[src/rtl/r1_pkg.sv]
// rtl/r1_pkg.sv - shared defaults and width helper for the r1 tick counter
package r1_pkg;

  localparam int R1_WIDTH    = 4;
  localparam int R1_MODULUS  = 16;
  localparam int R1_PRESCALE = 4;

  // Smallest w with 2**w >= value; returns 0 for value <= 1.
  function automatic int r1_clog2(input int value);
    int w;
    w = 0;
    for (int i = 0; i < 31; i++) begin
      if ((1 << i) < value) w = i + 1;
    end
    return w;
  endfunction

endpackage

[src/rtl/r1_prescaler.sv]
// rtl/r1_prescaler.sv - divides clk by PRESCALE into a one-clock step_en pulse
module r1_prescaler
  import r1_pkg::*;
#(
  parameter int PRESCALE = R1_PRESCALE
) (
  input  logic clk,
  input  logic reset,
  output logic step_en
);

  // PRESCALE=1 yields a zero-width counter, so keep at least one bit.
  localparam int CW = (r1_clog2(PRESCALE) < 1) ? 1 : r1_clog2(PRESCALE);
  localparam logic [CW-1:0] LAST = CW'(PRESCALE - 1);

  logic [CW-1:0] cnt;

  always_ff @(posedge clk) begin
    if (reset) begin
      cnt <= '0;
    end else if (cnt >= LAST) begin
      cnt <= '0;
    end else begin
      cnt <= cnt + 1'b1;
    end
  end

  assign step_en = (cnt == LAST);

endmodule

[src/rtl/mod_tick_counter.sv]
// rtl/mod_tick_counter.sv - modulo-MODULUS up-counter with terminal-count tick
// Optional prescaler enabled by defining R1_PRESCALE_EN.
module mod_tick_counter
  import r1_pkg::*;
#(
  parameter int WIDTH    = R1_WIDTH,
  parameter int MODULUS  = R1_MODULUS,
  parameter int PRESCALE = R1_PRESCALE
) (
  input  logic             clk,
  input  logic             reset,
  output logic [WIDTH-1:0] out,
  output logic             tick
);

  generate
    if (MODULUS < 2 || MODULUS > (1 << WIDTH) || PRESCALE < 1) begin : g_bad_params
      $error("mod_tick_counter: illegal MODULUS/WIDTH/PRESCALE combination");
    end
  endgenerate

  localparam logic [WIDTH-1:0] LAST = WIDTH'(MODULUS - 1);

  logic step_en;

`ifdef R1_PRESCALE_EN
  r1_prescaler #(
    .PRESCALE(PRESCALE)
  ) u_prescaler (
    .clk    (clk),
    .reset  (reset),
    .step_en(step_en)
  );
`else
  assign step_en = 1'b1;
`endif

  // >= rather than == so an out-of-range state still wraps back to 0.
  always_ff @(posedge clk) begin
    if (reset) begin
      out <= '0;
    end else if (step_en) begin
      if (out >= LAST) begin
        out <= '0;
      end else begin
        out <= out + 1'b1;
      end
    end
  end

  assign tick = step_en & (out == LAST);

endmodule

[config.mk]
export PLATFORM = sky130hd
export DESIGN_NAME = mod_tick_counter
export DESIGN_NICKNAME = d
export VERILOG_FILES = /design/src/rtl/r1_pkg.sv /design/src/rtl/r1_prescaler.sv /design/src/rtl/mod_tick_counter.sv
export SDC_FILE = /design/constraint.sdc
export NUM_CORES = 1
export LEC_CHECK = 0
export BUFFER_PORTS_ARGS = -buffer_cell sky130_fd_sc_hd__buf_2
export CAP_MARGIN = 5
export CORE_AREA = 2 2 39 41
export CTS_CLUSTER_DIAMETER = 150
export DETAILED_ROUTE_END_ITERATION = 12
export DIE_AREA = 0 0 41 43
export PLACE_DENSITY = 0.3
export SLEW_MARGIN = 10
export SYNTH_ARGS = -nofsm -noshare
export SYNTH_HDL_FRONTEND = slang
export SYNTH_SLANG_ARGS = --single-unit
[constraint.sdc]
create_clock -name clk -period 1.7 [get_ports clk]
set_clock_uncertainty 0.15 [all_clocks]
set_input_delay 0.34 -clock clk [delete_from_list [all_inputs] [get_ports clk]]
set_output_delay 0.34 -clock clk [all_outputs]
set_load 0.005 [all_outputs]
==> flow_metrics.py <==
metrics = {
    "cells_and_area": {
        "num_antenna_cells": 0,
        "final_common_cell": "buf_2",
        "top_regs": "out x4",
        "nets": 27,
        "layout-drive-gt1-share": 0.500,
        "largest_reg_flops": 4,
        "final_cell_mix": "buf_2 (6), clkbuf_4 (3), dfxtp_1 (3)",
        "final_core_util": 0.168,
        "syn2layout_area_growth_pct": 59.0,
        "regMostFlops": "out",
    },
    "die": {
        "num_rows": 14,
        "die-area_sq_um": 1760,
        "core_area_sq_um": 1380,
        "pin_count": 7,
        "die-height_microns": 43,
        "initial_core_util": 0.106,
        "fp.dieW_microns": 41,
    },
    "outcome": {
        "status": "complete, no violations",
    },
    "yosys": {
        "synth.distinct_cells": 10,
        "synthXorXnorAreaFrac": 0.0598,
        "synth_area_leaders": "dfxtp_1 (55%), ha_1 (8.5%), a311oi_1 (6.0%)",
        "seq_area_frac_synth": 0.547,
        "synth.ff_latch_count": 4,
        "synthArstFlopShare": 0,
        "synth-compound-area-share": 0.154,
        "synth_area_leader_cell": "dfxtp_1",
        "synth.most_common_cell": "dfxtp_1",
        "syn_area_per_cell_sq_um": 11.3,
        "synth_area_sq_um": 146,
        "synth_mux_area_frac": 0,
        "ys.flop_type": "dfxtp_1",
        "syn_inst": 13,
        "synth-edff-count": 0,
        "yosys.area_share.simple": 0.154,
        "synthAdderAreaFrac": 0.0855,
        "synth_nets": 16,
        "ys.warnings.count": 0,
        "synth_top_family_by_area": "compound AO/OA/AOI/OAI gates",
        "synth_top_area_frac": 0.547,
    },
    "setup_path": {
        "cp_data_required_time_ns": 1.21,
        "timing.rr.start": "out[1]",
        "worstPathMaxFanout": 4,
        "critPathCaptureType": "primary output",
        "r2r_end": "out[3]",
        "reg2reg_depth": 3,
        "critPathArrivalTime_ns": 1.12,
        "worstSetupPathType": "reg2out",
        "startpoint_type": "flip-flop",
        "r2r_slack_ns": 0.57,
    },
    "pwr": {
        "report.power.total_w": 0.000247,
        "clock_power_share": 0.470,
        "p_sw_w": 0.0000534,
        "vdd_drop_max_mv": 0.149,
        "seq_power_share": 0.443,
        "switching_share": 0.217,
        "power.leakage_nw": 0.107,
        "internal_power_w": 0.000193,
        "combPwrFrac": 0.088,
        "p_per_area_nw_per_um2": 1060,
    },
    "timing": {
        "rsz0062_at_grt": "false",
        "worst_pin_slew_ns": 0.186,
        "tns_ns": 0,
        "relSlewSlack": 0.875,
        "min_period_ns": 1.61,
        "final_hold_viol_count": 0,
        "final_max_slew_viol_count": 0,
        "clock.fmax_mhz": 622,
        "setup_violations": 0,
        "holdWs_ns": 0.167,
        "fin_crit_sh": 0.946,
    },
    "hold_path": {
        "whs_endpoint": "out[0]",
        "hold_path_depth": 2,
        "hold_start": "reset",
        "hold_path_class": "in2reg",
    },
    "clock_tree": {
        "cts_tree": "done",
        "cts_buffer_depth": 2,
        "cts.sinks": 4,
        "cts.hold.buffers_added": 0,
        "cts.clk_slew.worst_paths_ns": 0.04,
        "cts_made_buffers": 3,
        "clock_latency_ns": 0.23,
        "cts-htree-levels": 1,
        "cts_root_buf": "clkbuf_4",
    },
    "placed_design": {
        "io_buffers": 6,
        "place_congestion": 0.599,
        "detailed_place_hpwl_microns": 259,
    },
    "global_routing": {
        "grt_use_total": 0.0561,
        "grt_max_degree": 6,
        "grt_pass1_wl_microns": 545,
        "overflow": 0,
        "grt_pass1_vias": 149,
        "antenna_found_initial": 0,
    },
    "route": {
        "route.final.wire_length_microns": 318,
        "first_pass_iters": 1,
        "wire_per_inst_microns": 8.37,
        "ant_nets": 0,
        "avgViaCountPerCell": 3.61,
        "drt_iter0_drc": 0,
        "vias": 137,
        "drc": 0,
    },
    "job": {
        "cap_violations": 0,
    },
}
==> per-stage QoR <==
stage	worst slack (ns)	instances	cell area, sq um
global route	0.0141	38	233
detailed placement	0.252	35	196
finish	0.0922	38	233
CTS	0.0369	38	223
global placement	0.258	35	196
floorplan	0.421	13	146
==> cells by family after synthesis <==
logic type | after synthesis
flip-flops | 4
AND/OR/NAND/NOR | 4
adder cells (fa/ha/maj) | 1
AO/OA/AOI/OAI | 3
XOR/XNOR | 1
==> area by class of cell <==
class / count / area (sq um)
Multi-Input combinational cell: 9 / 78.8
Fill cell: 165 / 1150
Timing Repair Buffer: 6 / 30.0
Tap cell: 16 / 20.0
Clock buffer: 3 / 22.5
Sequential cell: 4 / 81.3
==> power groups by stage <==
stage	clock, W	sequential, W	combinational [W]
global placement	0	0.000109	0.0000203
CTS	0.000125	0.000108	0.0000209
global route	0.000127	0.000111	0.0000245
detailed placement	0	0.000109	0.0000205
floorplan	0	0.000109	0.0000102
finish	0.000116	0.000109	0.0000216
==> how the worst max path moves through the flow <==
stage	cells after the start	endpoint	start
global placement	3	tick	out[0]
floorplan	2	tick	out[0]
finish	3	tick	out[1]
detailed placement	3	tick	out[0]
CTS	3	tick	out[1]
global route	3	tick	out[1]
==> per-layer routing <==
| metal | GRT usage | vias to the layer above | part of all wire |
|---|---|---|---|
| li1 | - | 68 | - |
| met1 | 0.0383 | 67 | 0.28 |
| met4 | 0.120 | 0 | 0 |
| met5 | 0 | - | 0 |
| met2 | 0.0719 | 2 | 0.67 |
| met3 | 0.0157 | 0 | 0.044 |
==> critical path: stages, from the launching register on <==
cell and delay, ns:
dfxtp_1 0.39, ha_4 0.16, and3_1 0.21, buf_2 0.13
==> repair_timing <==
action                                  CTS  global route
setup buffers                             0             0
gates resized for setup                   2             1
cloned                                    0             0
endpoints found under the setup margin    1             1
Power figures use the tool's default switching activity.
